<file path="config.mk">
export PLATFORM = sky130hd
export DESIGN_NAME = sm_controller_flat
export DESIGN_NICKNAME = d
export VERILOG_FILES = /design/src/rtl/sm_controller_if.sv /design/src/rtl/sm_controller.sv /design/src/flat_wrapper.sv
export SDC_FILE = /design/constraint.sdc
export NUM_CORES = 1
export LEC_CHECK = 0
export BUFFER_PORTS_ARGS = -buffer_cell sky130_fd_sc_hd__buf_2
export CORE_MARGIN = 8
export CORE_UTILIZATION = 49
export CTS_BUF_LIST = sky130_fd_sc_hd__clkbuf_2 sky130_fd_sc_hd__clkbuf_4 sky130_fd_sc_hd__clkbuf_8
export DETAILED_ROUTE_END_ITERATION = 16
export GPL_ROUTABILITY_DRIVEN = 0
export PLACE_DENSITY = 0.95
export SLEW_MARGIN = 25
export SYNTH_ARGS = -nofsm -noshare
export SYNTH_HDL_FRONTEND = slang
export SYNTH_SLANG_ARGS = --single-unit
</file>
<file path="constraint.sdc">
create_clock -name clk -period 4.65 [get_ports clk]
set_clock_uncertainty 0.05 [all_clocks]
set_input_delay 1.395 -clock clk [delete_from_list [all_inputs] [get_ports clk]]
set_output_delay 1.395 -clock clk [all_outputs]
set_load 0.02 [all_outputs]
</file>
<file path="src/rtl/sm_controller_if.sv">
// Instruction/handshake and datapath-control bundle between the SRM controller and its surroundings.
interface sm_controller_if;
    logic [15:0] in;
    logic        load;
    logic        s;
    logic        w;
    logic [2:0]  readnum;
    logic [2:0]  writenum;
    logic        write;
    logic [3:0]  vsel;
    logic        loada;
    logic        loadb;
    logic        loadc;
    logic        loads;
    logic        asel;
    logic        bsel;
    logic [1:0]  shift;
    logic [1:0]  ALUop;
    logic [15:0] sximm5;
    logic [15:0] sximm8;

    modport master (
        output in, load, s,
        input  w, readnum, writenum, write, vsel, loada, loadb, loadc, loads,
               asel, bsel, shift, ALUop, sximm5, sximm8
    );

    modport slave (
        input  in, load, s,
        output w, readnum, writenum, write, vsel, loada, loadb, loadc, loads,
               asel, bsel, shift, ALUop, sximm5, sximm8
    );
endinterface

</file>
<file path="src/rtl/sm_controller.sv">
// Simple RISC Machine controller: instruction register, field decode and the Moore
// sequencer that steps the datapath through MOV/ADD/CMP/AND/MVN.
//
// state        | meaning
// -------------+-----------------------------------------------------------
// WAIT         | idle, w=1; IR may load; s starts the latched instruction
// DECODE       | classify IR; undefined encodings fall straight back to WAIT
// WRITE_IMM    | write sximm8 into Rn
// GET_A        | read Rn into A
// GET_B        | read Rm into B
// COMPUTE      | run shifter/ALU; CMP loads status, others load C
// WRITE_REG    | write datapath_out into Rd
module sm_controller (
    input  logic           clk,
    input  logic           reset_n,
    sm_controller_if.slave bus
);
    localparam logic [2:0] ST_WAIT      = 3'd0;
    localparam logic [2:0] ST_DECODE    = 3'd1;
    localparam logic [2:0] ST_WRITE_IMM = 3'd2;
    localparam logic [2:0] ST_GET_A     = 3'd3;
    localparam logic [2:0] ST_GET_B     = 3'd4;
    localparam logic [2:0] ST_COMPUTE   = 3'd5;
    localparam logic [2:0] ST_WRITE_REG = 3'd6;

    logic [2:0]  state;
    logic [2:0]  state_next;
    logic [15:0] ir;

    logic [2:0] opcode;
    logic [1:0] op;
    logic [2:0] rn;
    logic [2:0] rd;
    logic [1:0] sh;
    logic [2:0] rm;
    logic       is_mov_imm;
    logic       is_mov_reg;
    logic       is_alu;
    logic       is_cmp;
    logic       is_mvn;

    assign opcode = ir[15:13];
    assign op     = ir[12:11];
    assign rn     = ir[10:8];
    assign rd     = ir[7:5];
    assign sh     = ir[4:3];
    assign rm     = ir[2:0];

    assign is_mov_imm = (opcode == 3'b110) && (op == 2'b10);
    assign is_mov_reg = (opcode == 3'b110) && (op == 2'b00);
    assign is_alu     = (opcode == 3'b101);
    assign is_cmp     = is_alu && (op == 2'b01);
    assign is_mvn     = is_alu && (op == 2'b11);

    // Loading only in WAIT keeps IR stable for the whole instruction.
    always_ff @(posedge clk or negedge reset_n) begin
        if (!reset_n) begin
            ir <= 16'h0000;
        end else if ((state == ST_WAIT) && bus.load) begin
            ir <= bus.in;
        end
    end

    always_ff @(posedge clk or negedge reset_n) begin
        if (!reset_n) begin
            state <= ST_WAIT;
        end else begin
            state <= state_next;
        end
    end

    always_comb begin
        state_next = ST_WAIT;
        case (state)
            ST_WAIT:      state_next = bus.s ? ST_DECODE : ST_WAIT;
            ST_DECODE: begin
                if (is_mov_imm)                 state_next = ST_WRITE_IMM;
                else if (is_mov_reg || is_mvn)  state_next = ST_GET_B;
                else if (is_alu)                state_next = ST_GET_A;
                else                            state_next = ST_WAIT;
            end
            ST_WRITE_IMM: state_next = ST_WAIT;
            ST_GET_A:     state_next = ST_GET_B;
            ST_GET_B:     state_next = ST_COMPUTE;
            ST_COMPUTE:   state_next = is_cmp ? ST_WAIT : ST_WRITE_REG;
            ST_WRITE_REG: state_next = ST_WAIT;
            default:      state_next = ST_WAIT;
        endcase
    end

    always_comb begin
        bus.w        = 1'b0;
        bus.write    = 1'b0;
        bus.loada    = 1'b0;
        bus.loadb    = 1'b0;
        bus.loadc    = 1'b0;
        bus.loads    = 1'b0;
        bus.asel     = 1'b0;
        bus.bsel     = 1'b0;
        bus.readnum  = 3'b000;
        bus.writenum = 3'b000;
        bus.vsel     = 4'b1000;
        bus.ALUop    = 2'b00;
        case (state)
            ST_WAIT: bus.w = 1'b1;
            ST_WRITE_IMM: begin
                bus.writenum = rn;
                bus.vsel     = 4'b0010;
                bus.write    = 1'b1;
            end
            ST_GET_A: begin
                bus.readnum = rn;
                bus.loada   = 1'b1;
            end
            ST_GET_B: begin
                bus.readnum = rm;
                bus.loadb   = 1'b1;
            end
            ST_COMPUTE: begin
                // MOV reg is computed as 0 + shifted Rm, hence the zeroed A operand.
                bus.asel  = is_mov_reg;
                bus.ALUop = is_mov_reg ? 2'b00 : op;
                bus.loads = is_cmp;
                bus.loadc = !is_cmp;
            end
            ST_WRITE_REG: begin
                bus.writenum = rd;
                bus.vsel     = 4'b1000;
                bus.write    = 1'b1;
            end
            default: ;
        endcase
    end

    assign bus.shift  = is_mov_imm ? 2'b00 : sh;
    assign bus.sximm5 = {{11{ir[4]}}, ir[4:0]};
    assign bus.sximm8 = {{8{ir[7]}}, ir[7:0]};
endmodule
</file>
<file path="src/flat_wrapper.sv">
// flat-port wrapper written by rule: the top's interface ports become plain ports
module sm_controller_flat 
  (clk, reset_n, bus_in, bus_load, bus_s, bus_w, bus_readnum, bus_writenum, bus_write, bus_vsel, bus_loada, bus_loadb, bus_loadc, bus_loads, bus_asel, bus_bsel, bus_shift, bus_ALUop, bus_sximm5, bus_sximm8);
  sm_controller_if bus_i ();
  input  logic clk;
  input  logic reset_n;
  input wire logic [$bits(bus_i.in)-1:0] bus_in;
  input wire logic [$bits(bus_i.load)-1:0] bus_load;
  input wire logic [$bits(bus_i.s)-1:0] bus_s;
  output wire logic [$bits(bus_i.w)-1:0] bus_w;
  output wire logic [$bits(bus_i.readnum)-1:0] bus_readnum;
  output wire logic [$bits(bus_i.writenum)-1:0] bus_writenum;
  output wire logic [$bits(bus_i.write)-1:0] bus_write;
  output wire logic [$bits(bus_i.vsel)-1:0] bus_vsel;
  output wire logic [$bits(bus_i.loada)-1:0] bus_loada;
  output wire logic [$bits(bus_i.loadb)-1:0] bus_loadb;
  output wire logic [$bits(bus_i.loadc)-1:0] bus_loadc;
  output wire logic [$bits(bus_i.loads)-1:0] bus_loads;
  output wire logic [$bits(bus_i.asel)-1:0] bus_asel;
  output wire logic [$bits(bus_i.bsel)-1:0] bus_bsel;
  output wire logic [$bits(bus_i.shift)-1:0] bus_shift;
  output wire logic [$bits(bus_i.ALUop)-1:0] bus_ALUop;
  output wire logic [$bits(bus_i.sximm5)-1:0] bus_sximm5;
  output wire logic [$bits(bus_i.sximm8)-1:0] bus_sximm8;
  assign bus_i.in = bus_in;
  assign bus_i.load = bus_load;
  assign bus_i.s = bus_s;
  assign bus_w = bus_i.w;
  assign bus_readnum = bus_i.readnum;
  assign bus_writenum = bus_i.writenum;
  assign bus_write = bus_i.write;
  assign bus_vsel = bus_i.vsel;
  assign bus_loada = bus_i.loada;
  assign bus_loadb = bus_i.loadb;
  assign bus_loadc = bus_i.loadc;
  assign bus_loads = bus_i.loads;
  assign bus_asel = bus_i.asel;
  assign bus_bsel = bus_i.bsel;
  assign bus_shift = bus_i.shift;
  assign bus_ALUop = bus_i.ALUop;
  assign bus_sximm5 = bus_i.sximm5;
  assign bus_sximm8 = bus_i.sximm8;
  sm_controller u_core (.clk(clk), .reset_n(reset_n), .bus(bus_i));
endmodule
</file>
==> flow_metrics.tcl <==
set metrics [dict create \
    status "complete, no violations" \
    dp_hpwl_mm 2.36 \
    register_area_sq_um 475 \
    fin_setup_tns_ns 0 \
    post-route-min-period_ns 3.35 \
    setup.worst_path.start_class "register" \
    hold_end "u_core.ir[3]" \
    cts_setup_buffers 0 \
    r2r_end "u_core.ir[5]" \
    grt_pass1_vias 1001 \
    multi_input_area_sq_um 526 \
    ys_types 33 \
    syn_area_sq_um 1330 \
    drt_iter0_markers 28 \
    track_usage_pct 12.9 \
    initial_core_util_pct 50.0 \
    io_buffers 70 \
    r2r_slack_ns 2.83 \
    grt-ovfl-total 0 \
    syn_area_per_cell_sq_um 10.2 \
    clock-sinks 19 \
    cts_buffers 3 \
    post_cts_resized 0 \
    slew_headroom_pct 61.4 \
    holdPathStages 1 \
    grt_start_max_net_pins 20 \
    worstPathArrival_ns 1.91 \
    cts-root-buf "clkbuf_4" \
    drc_errors 0 \
    rsz0062_at_grt "no" \
    final_common_cell "buf_2" \
    cts_max_path_buffers 2 \
    synth_seq_cells 19 \
    diodes 0 \
    vias 946 \
    grt_pass1_wl_mm 4.73 \
    cts.clk_slew.worst_paths_ns 0.11 \
    maxSlewViolCount 0 \
    tritoncts "built" \
    ir_worst_vdd_v 0.000470 \
    maxCapViolCount 0 \
    cts-htree-levels 1 \
    cts_hold_buf 0 \
    fill_cells 261 \
    r2r_start "u_core.state[2]" \
    ff2ff_path_depth 3 \
    netlist_instances 130 \
    wl_mm 2.93 \
    power_w 0.00115 \
    synth_seq_area_share_pct 35.7 \
    drtPass1Iterations 4 \
    end_kind "primary output" \
    hold_violations 0 \
    cp.required_ns 3.20 \
    final_nets 187 \
    p_leak_nw 0.755 \
    powerDensity_nw_per_um2 801 \
    die_h_um 68.1 \
    mostFrequentLayoutCells "70 x buf_2, 19 x dfrtp_1, 10 x nor2_1" \
    routedWlPerCell_um 14.9 \
    row_count 19 \
    io_pins 74 \
    ant_nets 0 \
    fmax_mhz 298 \
    setup_viol 0 \
    finalCritPeriodShare_pct 72.1 \
    yosysWarnings 0 \
    crit_type "reg -> out" \
    tightest_slew_ns 0.579 \
    antenna_found_initial 0 \
    viasPerCell 4.80 \
    layout-drive-gt1-share_pct 55.4 \
    dieWidth_um 68.1 \
    clk_latency_ns 0.29 \
    hold_class "reg -> reg" \
    syn2layout_area_growth_pct 7.90 \
    worstPathMaxFanout 18 \
    holdCritStartpoint "u_core.ir[3]" \
    core_sq_um 2660 \
    dieArea_sq_um 4640 \
]
[area by class of cell]
class                      instances  area share, %
timing repair buffer              70           24.4
sequential                        19           33.1
inverter                           4           1.05
multi-input combinational         69           36.6
clock buffer                       4           2.09
tap                               31           2.70
[through the flow]
| stage | std cells | setup slack (ns) | cell area (sq um) | hold WS (ns) | util [%] |
|---|---|---|---|---|---|
| after floorplan | 132 | 1.61 | 1340 | 0.454 | - |
| after detailed placement | 193 | 1.65 | 1410 | 0.474 | 52.8 |
| after global routing | 197 | 1.11 | 1440 | 0.524 | 53.9 |
| after CTS | 197 | 1.31 | 1440 | 0.504 | 53.9 |
| after global placement | 193 | 1.76 | 1410 | 0.473 | 52.8 |
| final | 197 | 1.30 | 1440 | 0.498 | 53.9 |
[power by group]
| part | internal (W) | switching [W] | leakage [nW] |
|---|---|---|---|
| Sequential | 0.000245 | 0.000115 | 0.228 |
| Clock | 0.0000391 | 0.0000489 | 0.0184 |
| Combinational | 0.000284 | 0.000418 | 0.508 |
[worst max-delay path by stage]
stage / start / endpoint / slack [ns] / cells past startpoint
final: u_core.state[2] / bus_readnum[2] / 1.30 / 3
after global routing: u_core.state[2] / bus_readnum[1] / 1.11 / 3
after CTS: u_core.state[2] / bus_readnum[2] / 1.31 / 3
after detailed placement: u_core.state[2] / bus_readnum[2] / 1.65 / 3
after global placement: u_core.state[2] / bus_readnum[1] / 1.76 / 3
after floorplan: u_core.state[0] / bus_readnum[0] / 1.61 / 3
[cells in the mapped netlist]
library cell	count	share of area (%)
a2111oi_0	1	0.66
a21boi_0	1	0.56
a21o_1	1	0.56
a21oi_1	2	0.75
a22o_1	3	2.0
a31oi_1	1	0.47
and2_1	2	0.94
and2_4	1	0.66
buf_12	1	1.5
buf_2	1	0.38
buf_4	36	20
buf_6	1	0.85
buf_8	1	1.1
conb_1	1	0.28
dfrtp_1	19	36
inv_1	4	1.1
mux2_2	6	5.1
mux2_4	8	9.0
mux2i_1	3	2.3
nand2_1	3	0.85
nand2b_1	3	1.4
nand3_1	4	1.5
nand3b_1	2	1.1
nand4_1	1	0.47
nand4b_1	1	0.66
nor2_1	10	2.8
nor2b_1	1	0.47
nor3_1	1	0.38
nor3_4	1	1.2
nor3b_1	3	1.7
o21ai_0	4	1.5
o311ai_0	1	0.66
or2_2	2	0.94
[per-layer routing]
layer / GRT usage [%] / routed length, um
met1: 14.9 / 1080
met2: 22.7 / 1680
met3: 3.11 / 163
met4: 4.09 / 0
met5: 0 / 0
[critical path: stages, from the launching register on]
cell and delay (ns):
dfrtp_1 0.73, nor3b_1 0.50, a22o_1 0.22, buf_2 0.16
[cell families after synthesis]
family          after synthesis  share of synthesized area [%]
buf+inv                      44                           25.3
compound gates               14                           7.15
flops                        19                           35.7
mux                          17                           16.4
simple gates                 35                           15.1
other cells                   1                          0.282
[registers in the layout (all words and copies together) (netlist names)]
name          flops
u_core.ir        16
u_core.state      3
Power figures use the tool's default switching activity.
